[config.mk]
export PLATFORM = sky130hd
export DESIGN_NAME = uart_baud_gen
export DESIGN_NICKNAME = d
export VERILOG_FILES = /design/src/rtl/uart_pkg.sv /design/src/rtl/uart_frac_accum.sv /design/src/rtl/uart_baud_gen.sv
export SDC_FILE = /design/constraint.sdc
export NUM_CORES = 1
export LEC_CHECK = 0
export CAP_MARGIN = 20
export CORE_ASPECT_RATIO = 0.7
export CORE_MARGIN = 1
export CORE_UTILIZATION = 40
export CTS_BUF_LIST = sky130_fd_sc_hd__clkbuf_4 sky130_fd_sc_hd__clkbuf_8
export CTS_CLUSTER_SIZE = 30
export DETAILED_ROUTE_END_ITERATION = 7
export GPL_TIMING_DRIVEN = 1
export SLEW_MARGIN = 0
export SYNTH_ARGS = -nofsm -noshare
export SYNTH_HDL_FRONTEND = slang
export SYNTH_SLANG_ARGS = --single-unit
[constraint.sdc]
create_clock -name clk_i -period 3.3 [get_ports clk_i]
set_input_delay 0.33 -clock clk_i [delete_from_list [all_inputs] [get_ports clk_i]]
set_output_delay 0.33 -clock clk_i [all_outputs]
set_load 0.03 [all_outputs]
[src/rtl/uart_pkg.sv]
// Shared widths, reset defaults and the configuration record for the UART
// fractional baud/oversample tick generator.
package uart_pkg;

    localparam int CNT_WIDTH        = 16;
    localparam int FRAC_WIDTH       = 4;
    localparam int NUM_MARKS        = 2;
    localparam int DEFAULT_DIV_INT  = 16;
    localparam int DEFAULT_DIV_FRAC = 0;
    localparam int DEFAULT_MARK_POS = 1;

    typedef struct packed {
        logic [CNT_WIDTH-1:0]                div_int;
        logic [FRAC_WIDTH-1:0]               div_frac;
        logic [NUM_MARKS-1:0][CNT_WIDTH-1:0] mark_pos;
    } baud_cfg_t;

endpackage

[src/rtl/uart_frac_accum.sv]
// Fractional accumulator: adds div_frac on every period wrap and turns the
// carry into a one-cycle stretch of the following period.
module uart_frac_accum
    import uart_pkg::*;
#(
    parameter int FracWidth = FRAC_WIDTH
) (
    input  logic                 clk_i,
    input  logic                 reset_i,
    input  logic                 clear_i,
    input  logic                 load_i,
    input  logic                 wrap_i,
    input  logic [FracWidth-1:0] frac_i,
    output logic                 extend_o
);

    logic [FracWidth-1:0] acc_r;
    logic                 extend_r;
    logic [FracWidth:0]   sum_s;

    assign sum_s    = {1'b0, acc_r} + {1'b0, frac_i};
    assign extend_o = extend_r;

    // Restart on reset/clear/config load, otherwise accumulate at each wrap.
    always_ff @(posedge clk_i) begin
        if (reset_i || clear_i || load_i) begin
            acc_r    <= {FracWidth{1'b0}};
            extend_r <= 1'b0;
        end else if (wrap_i) begin
            {extend_r, acc_r} <= sum_s;
        end
    end

endmodule

[src/rtl/uart_baud_gen.sv]
// Runtime-programmable fractional baud tick generator with NumMarks
// independently placed mark channels and a period-wrap pulse.
module uart_baud_gen
    import uart_pkg::*;
#(
    parameter int CntWidth       = CNT_WIDTH,
    parameter int FracWidth      = FRAC_WIDTH,
    parameter int NumMarks       = NUM_MARKS,
    parameter int DefaultDivInt  = DEFAULT_DIV_INT,
    parameter int DefaultDivFrac = DEFAULT_DIV_FRAC,
    parameter int DefaultMarkPos = DEFAULT_MARK_POS
) (
    input  logic                         clk_i,
    input  logic                         reset_i,
    input  logic                         clear_i,
    input  logic                         enable_i,
    input  logic                         cfg_valid_i,
    output logic                         cfg_ready_o,
    input  logic [CntWidth-1:0]          div_int_i,
    input  logic [FracWidth-1:0]         div_frac_i,
    input  logic [NumMarks*CntWidth-1:0] mark_pos_i,
    output logic [NumMarks-1:0]          div_mark_o,
    output logic                         period_o,
    output logic                         cfg_pending_o,
    output logic                         err_o
);

    localparam logic [NumMarks*CntWidth-1:0] MARK_RST =
        {NumMarks{CntWidth'(DefaultMarkPos)}};

    logic [CntWidth-1:0]          cnt_r;
    logic [CntWidth-1:0]          div_int_r, div_int_sh_r;
    logic [FracWidth-1:0]         div_frac_r, div_frac_sh_r;
    logic [NumMarks*CntWidth-1:0] mark_pos_r, mark_pos_sh_r;
    logic                         pending_r, err_r, period_r;
    logic [NumMarks-1:0]          mark_r, mark_hit_s;
    logic                         extend_s, hit_s, wrap_s, apply_s, xfer_s, cfg_ok_s;
    logic [CntWidth-1:0]          term_s;

    // div_int >= 2 keeps term non-negative; div_int = 2^W-1 plus extend tops out at 2^W-1.
    assign term_s   = div_int_r - CntWidth'(1) + CntWidth'(extend_s);
    assign hit_s    = enable_i && !clear_i;
    assign wrap_s   = hit_s && (cnt_r == term_s);
    assign apply_s  = pending_r && (clear_i || !enable_i || wrap_s);
    assign xfer_s   = cfg_valid_i && !pending_r;
    assign cfg_ok_s = (div_int_i >= CntWidth'(2));

    uart_frac_accum #(.FracWidth(FracWidth)) u_accum (
        .clk_i    (clk_i),
        .reset_i  (reset_i),
        .clear_i  (clear_i),
        .load_i   (apply_s),
        .wrap_i   (wrap_s),
        .frac_i   (div_frac_r),
        .extend_o (extend_s)
    );

    for (genvar j = 0; j < NumMarks; j++) begin : g_mark
        assign mark_hit_s[j] = hit_s && (cnt_r == mark_pos_r[j*CntWidth +: CntWidth]);
    end

    // Phase counter; any restart (clear or config apply) begins a fresh period at 0.
    always_ff @(posedge clk_i) begin
        if (reset_i) begin
            cnt_r <= {CntWidth{1'b0}};
        end else if (clear_i || apply_s || wrap_s) begin
            cnt_r <= {CntWidth{1'b0}};
        end else if (enable_i) begin
            cnt_r <= cnt_r + CntWidth'(1);
        end
    end

    // Config handshake, shadow capture and apply; capture and apply never coincide
    // because capture needs pending low and apply needs pending high.
    always_ff @(posedge clk_i) begin
        if (reset_i) begin
            div_int_r     <= CntWidth'(DefaultDivInt);
            div_frac_r    <= FracWidth'(DefaultDivFrac);
            mark_pos_r    <= MARK_RST;
            div_int_sh_r  <= CntWidth'(DefaultDivInt);
            div_frac_sh_r <= FracWidth'(DefaultDivFrac);
            mark_pos_sh_r <= MARK_RST;
            pending_r     <= 1'b0;
            err_r         <= 1'b0;
        end else if (apply_s) begin
            div_int_r  <= div_int_sh_r;
            div_frac_r <= div_frac_sh_r;
            mark_pos_r <= mark_pos_sh_r;
            pending_r  <= 1'b0;
        end else if (xfer_s && cfg_ok_s) begin
            div_int_sh_r  <= div_int_i;
            div_frac_sh_r <= div_frac_i;
            mark_pos_sh_r <= mark_pos_i;
            pending_r     <= 1'b1;
        end else if (xfer_s) begin
            err_r <= 1'b1;
        end
    end

    // Registered single-cycle mark and period pulses.
    always_ff @(posedge clk_i) begin
        if (reset_i) begin
            mark_r   <= {NumMarks{1'b0}};
            period_r <= 1'b0;
        end else begin
            mark_r   <= mark_hit_s;
            period_r <= wrap_s;
        end
    end

    assign cfg_ready_o   = !pending_r;
    assign cfg_pending_o = pending_r;
    assign err_o         = err_r;
    assign div_mark_o    = mark_r;
    assign period_o      = period_r;

endmodule

==> run summary <==
The setup violation total in the final timing report came out at 0. For this run, design rule violations remaining after detail routing come to 0. The number of nets produced by synthesis came out at 803. After synthesis the netlist holds a flip-flop and latch count of 130.

Counting I/O delays and the setup requirement, the final critical path takes 3.12 ns. The startpoint type of the worst setup path is a flip-flop. The remaining number of nets flagged by the antenna check after routing is 0. The hold-fix buffer count after cts is 0. The synthesis warning total came out at 0. The latest clock arrival within the worst-skew pair came out at 0.45 ns. After detailed routing, the average wire length per cell comes to 15.0 µm.

The count of unique library cells instantiated by Yosys is 47. The die covers 16400 µm². In the final timing run, aggregate negative setup slack is 0 ns. The buffer cell driving the clock tree root is clkbuf_8. The via count of the first global-routing pass came out at 4833. The final count of pins violating max slew came out at 0. The flow ran to the end, and the final reports show no timing, DRC or antenna violations. For this block, the routed nets add up to 15.0 mm of wire. The average instance in the mapped netlist occupies 8.62 µm².

The worst vdd rail ir drop is 0.295 mV. The number of buffers created by CTS is 17. The net total in the final layout came out at 853. In the global route stage, overall resource usage came out at 19.2%. The share of cell area taken by muxes after synthesis is 8.34%. From left edge to right edge, the die measures 153 µm. The pin count of the biggest net entering global routing is 96. The worst hold path belongs to the class primary input to flip-flop. The die height is 108 µm. The synthesized-area fraction occupied by ao, oa, aoi and oai cells is 7.69%. Headroom to the max-slew limit came out at 40.7%.

The area inside the core boundary is 15500 µm². TritonCTS built the clock tree. The number of I/O port buffers is 62.

Setup repair after global routing left no endpoint under its margin. The required time of the critical path is 3.67 ns. Summed over all layers, the global routing overflow is 0. The max capacitance violation total came out at 0. The slew at the pin closest to its max-slew limit is 0.889 ns.

The number of buffers on the longest clock path came out at 2. The utilization after layout came out at 48.9%. For this design, the sink count on the clock tree is 130. The critical path in this run is classified as flip-flop to flip-flop. The count of routing violations after the opening detailed-route iteration is 309. The critical-path maximum fanout is 13. The via count normalized by instance count came out at 5.06.

The boundary pin count came out at 63. Leaving out fill and tap cells, the most frequent cells in the layout are 130 x dfxtp_1, 116 x nand2_1, 97 x nand2b_1, 61 x clkdlybuf4s50_1, 60 x a21oi_1. The share of synthesized flip-flops with an asynchronous set or reset came out at 0%. The worst setup path is captured at a flip-flop. Leaving out fill and tap cells, the most frequent cell in the layout is dfxtp_1. The total iterations of the first detailed-routing run is 7. The number of antenna violations at the first check in global routing is 0.

The number of enable flip-flop cells after synthesis is 0. Of the synthesized area, sequential elements account for 40.9%. The initial core utilization is 41.0%. The count of endpoints failing hold in the final timing report came out at 0. The share of final-layout standard cells stronger than drive strength 1 came out at 8.49%.

After technology mapping, the gate count stands at 738. The placed wire-length estimate after detailed placement came out at 10.5 mm. The commonest register cell after synthesis is dfxtp_1. The arithmetic-cell share of the synthesized area counting full adders, half adders and majority gates came out at 1.69%. The parity-gate share of the synthesized area counting xor and xnor cells came out at 9.07%.

The area growth from synthesis to final layout came out at 19.1%. The count of standard-cell rows came out at 38. The total power divided by cell area is 450 nW/µm².

The post-synthesis cell area is 6360 µm². The H-tree depth is 4. The critical path arrival is 3.49 ns.

The clock slew at the register clock pins of the worst setup and hold paths is 0.08 ns. The simple-gate area share of the yosys netlist came out at 26.9%. The number of diodes came out at 0. The worst path uses 94.6% of the clock period. The analysis attributes to cell leakage a power of 2.91 nW. The combinational family with the most area after synthesis is simple AND/OR/NAND/NOR gates. Across the routed clock network, the largest skew measured is 0.00918 ns.

Derived from the worst setup path, the maximum achievable clock frequency is 320 MHz. The weighted congestion reported at the end of routability-driven placement came out at 0.846. The total number of vias came out at 5069. The first-pass GRT wire length is 24.7 mm. The layout has 1500 filler cells.
## metal layers
metal / vias to the layer above / track usage (%) / wire length, µm
li1: 2570 / - / -
met4: 0 / 6.57 / 132
met1: 2368 / 28.4 / 8160
met5: - / 0 / 0
met2: 118 / 27.0 / 5970
met3: 13 / 4.19 / 764
## report_power, final
| group | internal, W | switching (W) | leakage (nW) |
|---|---|---|---|
| logic | 0.000196 | 0.000203 | 1.65 |
| clock network | 0.000730 | 0.000615 | 0.203 |
| registers | 0.00163 | 0.0000415 | 1.06 |
| total | 0.00255 | 0.000860 | 2.91 |
## cell families after synthesis
kind of cell | count (synthesis)
flip-flops | 130
AO/OA/AOI/OAI | 88
buffers and inverters | 67
AND/OR/NAND/NOR | 327
XOR/XNOR | 65
adder cells (fa/ha/maj) | 8
multiplexers | 53
## cell type report
class	count	area (µm²)	share of cell area, %
clock buffer	22	284	3.75
clock inverter	10	109	1.44
inverter	10	37.5	0.495
multi-input combinational	541	3430	45.2
sequential	130	2600	34.3
tap	200	250	3.30
timing repair buffer	88	867	11.4
## registers in the layout, summed over array words and instances (netlist names)
name              cells
mark_pos_r           32
mark_pos_sh_r        32
cnt_r                16
div_int_r            16
div_int_sh_r         16
div_frac_r            4
div_frac_sh_r         4
u_accum.acc_r         4
div_mark_o            2
cfg_pending_o         1
err_o                 1
period_o              1
u_accum.extend_o      1
## path summary, 6_finish.rpt
kind                                               startpoint                             end  slack [ns]  depth (start not counted)
worst max-delay path                div_int_r[0]$_SDFFE_PP0P_       div_int_r[3]$_SDFFE_PP0P_        0.18                         11
worst min-delay path                           mark_pos_i[19]  mark_pos_sh_r[19]$_SDFFE_PP0P_        0.42                          3
worst max register to register      div_int_r[0]$_SDFFE_PP0P_       div_int_r[3]$_SDFFE_PP0P_        0.18                         11
worst min register to register  mark_pos_sh_r[3]$_SDFFE_PP0P_   mark_pos_sh_r[3]$_SDFFE_PP0P_        0.46                          2
## stage by stage
step / setup slack, ns / hold slack (ns) / instance area (µm²) / std cells / total power [W]
CTS: 0.0920 / 0.404 / 7510 / 997 / 0.00342
global placement: 0.181 / 0.447 / 7110 / 965 / 0.00208
floorplan: 0.308 / 0.437 / 6360 / 738 / 0.00196
detailed placement: 0.115 / 0.449 / 7110 / 965 / 0.00209
global route: 0.00352 / 0.405 / 7580 / 1001 / 0.00357
finish: 0.177 / 0.422 / 7580 / 1001 / 0.00341
## worst max-delay path, cell delays in order (launching register included)
cell and delay (ns):
dfxtp_1 0.32, inv_1 0.06, ha_1 0.20, or3b_2 0.51, or4_4 0.46, xnor2_2 0.18
nand2_1 0.08, or4_1 0.48, o21ai_4 0.17, buf_12 0.15, buf_6 0.22, mux2i_1 0.22
## synthesized netlist by cell type, drive strengths merged (11+ instances only)
library cell	number	area share (%)
dfxtp	130	41
nand2	116	6.8
nand2b	97	9.5
a21oi	60	4.7
mux2i	53	8.3
clkbuf	46	2.7
xor2	45	6.2
nor3	24	1.9
xnor2	20	2.9
nor2	17	1.0
nor4	17	1.7
nand3	13	1.0
buf	11	2.1
## repair_timing
action / CTS / global route
endpoints found under the setup margin: 0 / 73
resized for setup: 0 / 6
buffers inserted: 0 / 1
No activity file was read; power rests on OpenSTA's default activity.
